===== src/rtl/mcu_share_pkg.sv =====
// Shared definitions for the MCU arbiter: FSM states, ERR bit positions,
// the DRAM_SEL code used during refresh, and a one-hot helper.
package mcu_share_pkg;

  typedef enum logic [2:0] {
    S_IDLE,
    S_OWN_A,
    S_OWN_B,
    S_REFRESH,
    S_TURN
  } state_t;

  localparam logic [1:0] ERR_ILLEGAL  = 2'd0;
  localparam logic [1:0] ERR_RFRS_OVF = 2'd1;
  localparam logic [1:0] ERR_WDOG     = 2'd2;

  localparam logic [1:0] SEL_REFRESH = 2'b11;

  function automatic logic onehot2(input logic [1:0] v);
    return v[0] ^ v[1];
  endfunction

endpackage


===== src/rtl/toggle_sync_ctr.sv =====
// Refresh bookkeeping: edge detector on a toggle-coded strobe feeding a
// saturating 2-bit pending counter with a decrement port.
module toggle_sync_ctr #(
  parameter logic [1:0] MAX = 2'h3
) (
  input  logic       clk_i,
  input  logic       rst_ni,
  input  logic       strobe_i,
  input  logic       dec_i,
  output logic [1:0] count_o,
  output logic       ovf_o
);

  logic       strobe_q;
  logic [1:0] count_q;
  logic [1:0] count_d;
  logic       edge_s;

  // A new request and a completion in the same cycle cancel out.
  always_comb begin
    edge_s  = strobe_i ^ strobe_q;
    count_d = count_q;
    ovf_o   = 1'b0;
    if (edge_s && !dec_i) begin
      if (count_q == MAX) ovf_o = 1'b1;
      else                count_d = count_q + 2'd1;
    end else if (!edge_s && dec_i && count_q != '0) begin
      count_d = count_q - 2'd1;
    end
  end

  // The strobe copy is loaded during reset as well so release never sees an edge.
  always_ff @(posedge clk_i) begin
    strobe_q <= strobe_i;
    if (!rst_ni) count_q <= '0;
    else         count_q <= count_d;
  end

  assign count_o = count_q;

endmodule


===== src/rtl/mcu_share.sv =====
// Arbiter sharing one DRAM controller between the Gremlin aligner (A), the CPU
// port (B) and refresh. Define MCU_SHARE_WATCHDOG_EN for the hold watchdog.
module mcu_share #(
  parameter logic [11:0] HOLD_LIMIT = 12'hfff,
  parameter logic [1:0]  RFRS_MAX   = 2'h3
) (
  input  logic       CLK,
  input  logic       RST,
  input  logic [1:0] REQ_ALIGN_A,
  output logic [1:0] GRANT_ALIGN_A,
  input  logic       REQ_B,
  input  logic [1:0] SEL_B,
  output logic       GRANT_B,
  input  logic       REFRESH_STROBE,
  output logic [1:0] DRAM_SEL,
  output logic       DRAM_REFRESH,
  input  logic       DRAM_REFRESH_DONE,
  output logic [2:0] ERR
);
  import mcu_share_pkg::*;

  state_t     state_q;
  logic [1:0] grant_a_q;
  logic       grant_b_q;
  logic [1:0] dram_sel_q;
  logic       dram_refresh_q;
  logic       prefer_b_q;
  logic [2:0] err_q;

  logic [1:0] pending;
  logic       ovf;
  logic       dec;
  logic       wdog_fire;
  logic       lock_a;
  logic       lock_b;
  logic       a_bad, b_bad, a_legal, b_legal, a_go, b_go;

  toggle_sync_ctr #(.MAX(RFRS_MAX)) u_rfrs (
    .clk_i    (CLK),
    .rst_ni   (RST),
    .strobe_i (REFRESH_STROBE),
    .dec_i    (dec),
    .count_o  (pending),
    .ovf_o    (ovf)
  );

`ifdef MCU_SHARE_WATCHDOG_EN
  logic [11:0] hold_q;
  logic        lock_a_q;
  logic        lock_b_q;

  assign wdog_fire = (hold_q == HOLD_LIMIT - 12'd1);
  assign lock_a    = lock_a_q;
  assign lock_b    = lock_b_q;

  // A released requester stays locked out until it has dropped its request once.
  always_ff @(posedge CLK) begin
    if (!RST) begin
      hold_q   <= '0;
      lock_a_q <= 1'b0;
      lock_b_q <= 1'b0;
    end else begin
      if (state_q == S_IDLE || state_q == S_TURN) hold_q <= '0;
      else                                        hold_q <= hold_q + 12'd1;
      if (state_q == S_OWN_A && REQ_ALIGN_A != '0 && wdog_fire) lock_a_q <= 1'b1;
      else if (REQ_ALIGN_A == '0)                                lock_a_q <= 1'b0;
      if (state_q == S_OWN_B && REQ_B && wdog_fire) lock_b_q <= 1'b1;
      else if (!REQ_B)                              lock_b_q <= 1'b0;
    end
  end
`else
  logic [11:0] unused_hold_limit;
  assign unused_hold_limit = HOLD_LIMIT;
  assign wdog_fire = 1'b0;
  assign lock_a    = 1'b0;
  assign lock_b    = 1'b0;
`endif

  always_comb begin
    a_bad   = (REQ_ALIGN_A == 2'b11);
    b_bad   = REQ_B && !onehot2(SEL_B);
    a_legal = onehot2(REQ_ALIGN_A) && !lock_a;
    b_legal = REQ_B && onehot2(SEL_B) && !lock_b;
    a_go    = a_legal && !(b_legal && prefer_b_q);
    b_go    = b_legal && !a_go;
    dec     = (state_q == S_REFRESH) && (DRAM_REFRESH_DONE || wdog_fire);
  end

  always_ff @(posedge CLK) begin
    if (!RST) begin
      state_q        <= S_IDLE;
      grant_a_q      <= '0;
      grant_b_q      <= 1'b0;
      dram_sel_q     <= '0;
      dram_refresh_q <= 1'b0;
      prefer_b_q     <= 1'b0;
      err_q          <= '0;
    end else begin
      dram_refresh_q <= 1'b0;
      if (ovf) err_q[ERR_RFRS_OVF] <= 1'b1;
      unique case (state_q)
        S_IDLE: begin
          if (a_bad || b_bad) err_q[ERR_ILLEGAL] <= 1'b1;
          if (pending != '0) begin
            state_q        <= S_REFRESH;
            dram_sel_q     <= SEL_REFRESH;
            dram_refresh_q <= 1'b1;
          end else if (a_go) begin
            state_q    <= S_OWN_A;
            grant_a_q  <= REQ_ALIGN_A;
            dram_sel_q <= REQ_ALIGN_A;
            prefer_b_q <= 1'b1;
          end else if (b_go) begin
            state_q    <= S_OWN_B;
            grant_b_q  <= 1'b1;
            dram_sel_q <= SEL_B;
            prefer_b_q <= 1'b0;
          end
        end
        S_OWN_A: begin
          if (REQ_ALIGN_A == '0 || wdog_fire) begin
            state_q    <= S_TURN;
            grant_a_q  <= '0;
            dram_sel_q <= '0;
            if (REQ_ALIGN_A != '0) err_q[ERR_WDOG] <= 1'b1;
          end
        end
        S_OWN_B: begin
          if (!REQ_B || wdog_fire) begin
            state_q    <= S_TURN;
            grant_b_q  <= 1'b0;
            dram_sel_q <= '0;
            if (REQ_B) err_q[ERR_WDOG] <= 1'b1;
          end
        end
        S_REFRESH: begin
          if (DRAM_REFRESH_DONE || wdog_fire) begin
            state_q    <= S_TURN;
            dram_sel_q <= '0;
            if (!DRAM_REFRESH_DONE) err_q[ERR_WDOG] <= 1'b1;
          end
        end
        S_TURN:  state_q <= S_IDLE;
        default: state_q <= S_IDLE;
      endcase
    end
  end

  assign GRANT_ALIGN_A = grant_a_q;
  assign GRANT_B       = grant_b_q;
  assign DRAM_SEL      = dram_sel_q;
  assign DRAM_REFRESH  = dram_refresh_q;
  assign ERR           = err_q;

endmodule


===== config.mk =====
export PLATFORM = sky130hd
export DESIGN_NAME = mcu_share
export DESIGN_NICKNAME = d
export VERILOG_FILES = /design/src/rtl/mcu_share_pkg.sv /design/src/rtl/toggle_sync_ctr.sv /design/src/rtl/mcu_share.sv
export SDC_FILE = /design/constraint.sdc
export NUM_CORES = 1
export LEC_CHECK = 0
export CAP_MARGIN = 10
export CELL_PAD_IN_SITES_DETAIL_PLACEMENT = 1
export CELL_PAD_IN_SITES_GLOBAL_PLACEMENT = 1
export CORE_MARGIN = 4
export CORE_UTILIZATION = 32
export DETAILED_ROUTE_END_ITERATION = 16
export MAX_ROUTING_LAYER = met4
export PLACE_DENSITY_LB_ADDON = 0.1
export SLEW_MARGIN = 20
export SYNTH_ARGS = -nofsm -noshare
export SYNTH_HDL_FRONTEND = slang
export SYNTH_SLANG_ARGS = --single-unit

===== constraint.sdc =====
create_clock -name CLK -period 1.5 [get_ports CLK]
set_input_delay 0.45 -clock CLK [delete_from_list [all_inputs] [get_ports CLK]]
set_output_delay 0.45 -clock CLK [all_outputs]
set_load 0.02 [all_outputs]

==> reports/summary.txt <==
status = completed
Slowest-stage cell, CP = dlygate4sd2_1
Initial Util = 34.0%
die area = 3540 µm²
Clock Sinks = 15
final setup fails = 0
Placement Setup Slack = -0.609 ns
fin nets = 150
Yosys top cell area share = 35.3%
Crit path largest cell delay = 0.32 ns
antenna violations before repair = 0
Post-synth EDFFs = 0
total power = 1.58 mW
Startpoint Class = input pin
DR pass1 iterations = 4
TritonCTS clock tree = done
worst path cell trace = dlygate4sd2_1, or2_4, a311oi_2, a21boi_2, o22ai_2
placed cell count = 161
Setup TNS = 0 ns
ys async rst share = 0%
Max Slew Vio Count = 0
sequential area share after synthesis = 35.3%
Final Routed Wirelength = 2710 µm
crit end category = flop
H-Tree Level Count = 1
area of the multi-input gates = 604 µm²
Num CTS Buffers = 3
hold_ws = 0.481 ns
Yosys cell types = 42
Clock Tree Buf Depth = 2
PD cells = 1200 nW/µm²
Final WS setup = 0.000891 ns
register bit total from synthesis = 15
die width = 59.5 µm
Rows = 18
# IOs = 18
final instance area = 1310 µm²
synthesized area = 850 µm²
clock slew at reported path FFs = 0.11 ns
Final Hold Fails = 0
max-cap violations = 0
Syn Nets = 111
n_diodes = 0
Tmin final = 1.50 ns
root buffer cell = clkbuf_4
vias per inst = 5.40
syn_area_per_cell = 8.50 µm²
core area = 2500 µm²
Finished Layout Cells = 168
most frequent cells in the layout = buf_4, dfxtp_1, dlygate4sd2_1, nor2_1, o21ai_0
unrepaired setup endpoints after global routing = yes
fmax = 667 MHz
grt ovf = 0
1st-iter DRT viols = 26
Crit Path Max Fanout = 5
vias in the first global route = 956
HP Start = ERR[0]
HPWL Detailed = 1980 µm
Sequential Area = 304 µm²
WP data required = 1.70 ns
Final Cycle Share = 99.9%
Peak VDD IR = 0.715 mV
DRC = 0
synth warn = 0
FILL cells = 291
share of layout cells above drive strength 1 = 38.4%
most used flip-flop cell after synthesis = dfxtp_1
final core occ = 52.5%
crit path from = REQ_B
Layout Area Growth over Synthesis = 54.3%
Final ANT Viol Nets = 0
leakage = 0.571 nW
worst setup path category = in -> reg
Worst Setup EP = DRAM_SEL[0]
commonest non-fill, non-tap cell in the layout = buf_4
dpl cell area = 1170 µm²
WL per Instance = 16.1 µm
Worst Hold Class = reg -> reg
most area-hungry cell type in the Yosys netlist = dfxtp_1
total track usage = 17.7%
Port Buffers = 16
Worst EP arrival = 1.70 ns
Reg2Reg Depth = 4
first-pass GRT wire length = 4570 µm
Layout Skew = 0.0180 ns
r2r startpoint = state_q[0]
FF-to-FF End = DRAM_SEL[0]
largest net degree at the start of global routing = 12
routed vias = 908
flop-to-flop setup slack = 0.05 ns
routability cong. = 0.737
main area contributors after synthesis = dfxtp_1, o21ai_0, a21oi_1, and4b_1, nor2_1
Worst-Skew Late Latency = 0.30 ns
Post-Synthesis Cells = 100
Die H = 59.5 µm
==> worst min-delay path by stage <==
| stage | slack [ns] | end | cells after the start |
|---|---|---|---|
| 5_1_grt | 0.49 | GRANT_B | 2 |
| 3_3_place_gp | 0.45 | ERR[0] | 2 |
| 4_1_cts | 0.48 | GRANT_B | 2 |
| 2_1_floorplan | 0.46 | prefer_b_q | 2 |
| 3_5_place_dp | 0.47 | GRANT_B | 2 |
| 6_report | 0.48 | ERR[0] | 2 |
==> final cells by class <==
class,instances,area share (%)
multi-input combinational,76,46.1
timing repair buffer,39,24.6
sequential,15,23.2
tap,30,2.86
clock buffer,3,1.72
inverter,4,1.15
clock inverter,1,0.382
==> worst max-delay path, delay by kind of cell <==
family | cells | cell delay, ns
and+or+nand+nor | 1 | 0.28
buffers and inverters | 1 | 0.32
AOI/OAI and AO/OA | 3 | 0.65
==> report_power, final <==
part / total [mW] / internal (mW) / switching, mW
logic: 0.739 / 0.377 / 0.362
registers: 0.594 / 0.482 / 0.112
clock network: 0.244 / 0.0992 / 0.145
==> cells by family after synthesis <==
group / synth area share [%]
AOI/OAI and AO/OA: 26.2
xor gates and xnor gates: 3.98
adders and majority gates: 2.95
other: 0.441
DFF: 35.3
buffers and inverters: 5.89
and+or+nand+nor: 25.2
==> sequential cells by signal, indices dropped and copies added, names as in the netlist <==
register         cells
state_q              3
GRANT_ALIGN_A        2
prefer_b_q           1
DRAM_REFRESH         1
DRAM_SEL             2
u_rfrs.count_o       2
u_rfrs.strobe_q      1
ERR                  2
GRANT_B              1
==> per-layer routing <==
metal	wire, µm	part of all wire, %	GRT usage (%)
met5	0	0	-
met4	23	0.85	3.80
met1	1150	43	20.5
met2	1450	53	30.7
met3	83	3.1	4.58
==> what timing repair did <==
action / CTS / global route
endpoints found under the setup margin: 15 / 9
cloned: 0 / 0
gates resized for setup: 32 / 13
pin swaps: 6 / 4
setup buffers: 2 / 1
hold buffers: 0 / 0
==> synthesized netlist by cell type (all sizes together) (2+ instances only) <==
master   n
a21oi    7
and3     3
dfxtp   15
nand2b   3
a31oi    2
o22ai    2
xnor2    2
ha       2
a311oi   2
inv      4
o21a     2
nand2    7
nor3b    2
nor2     8
buf      4
and4b    3
o21ai   10
Power figures use the tool's default switching activity.
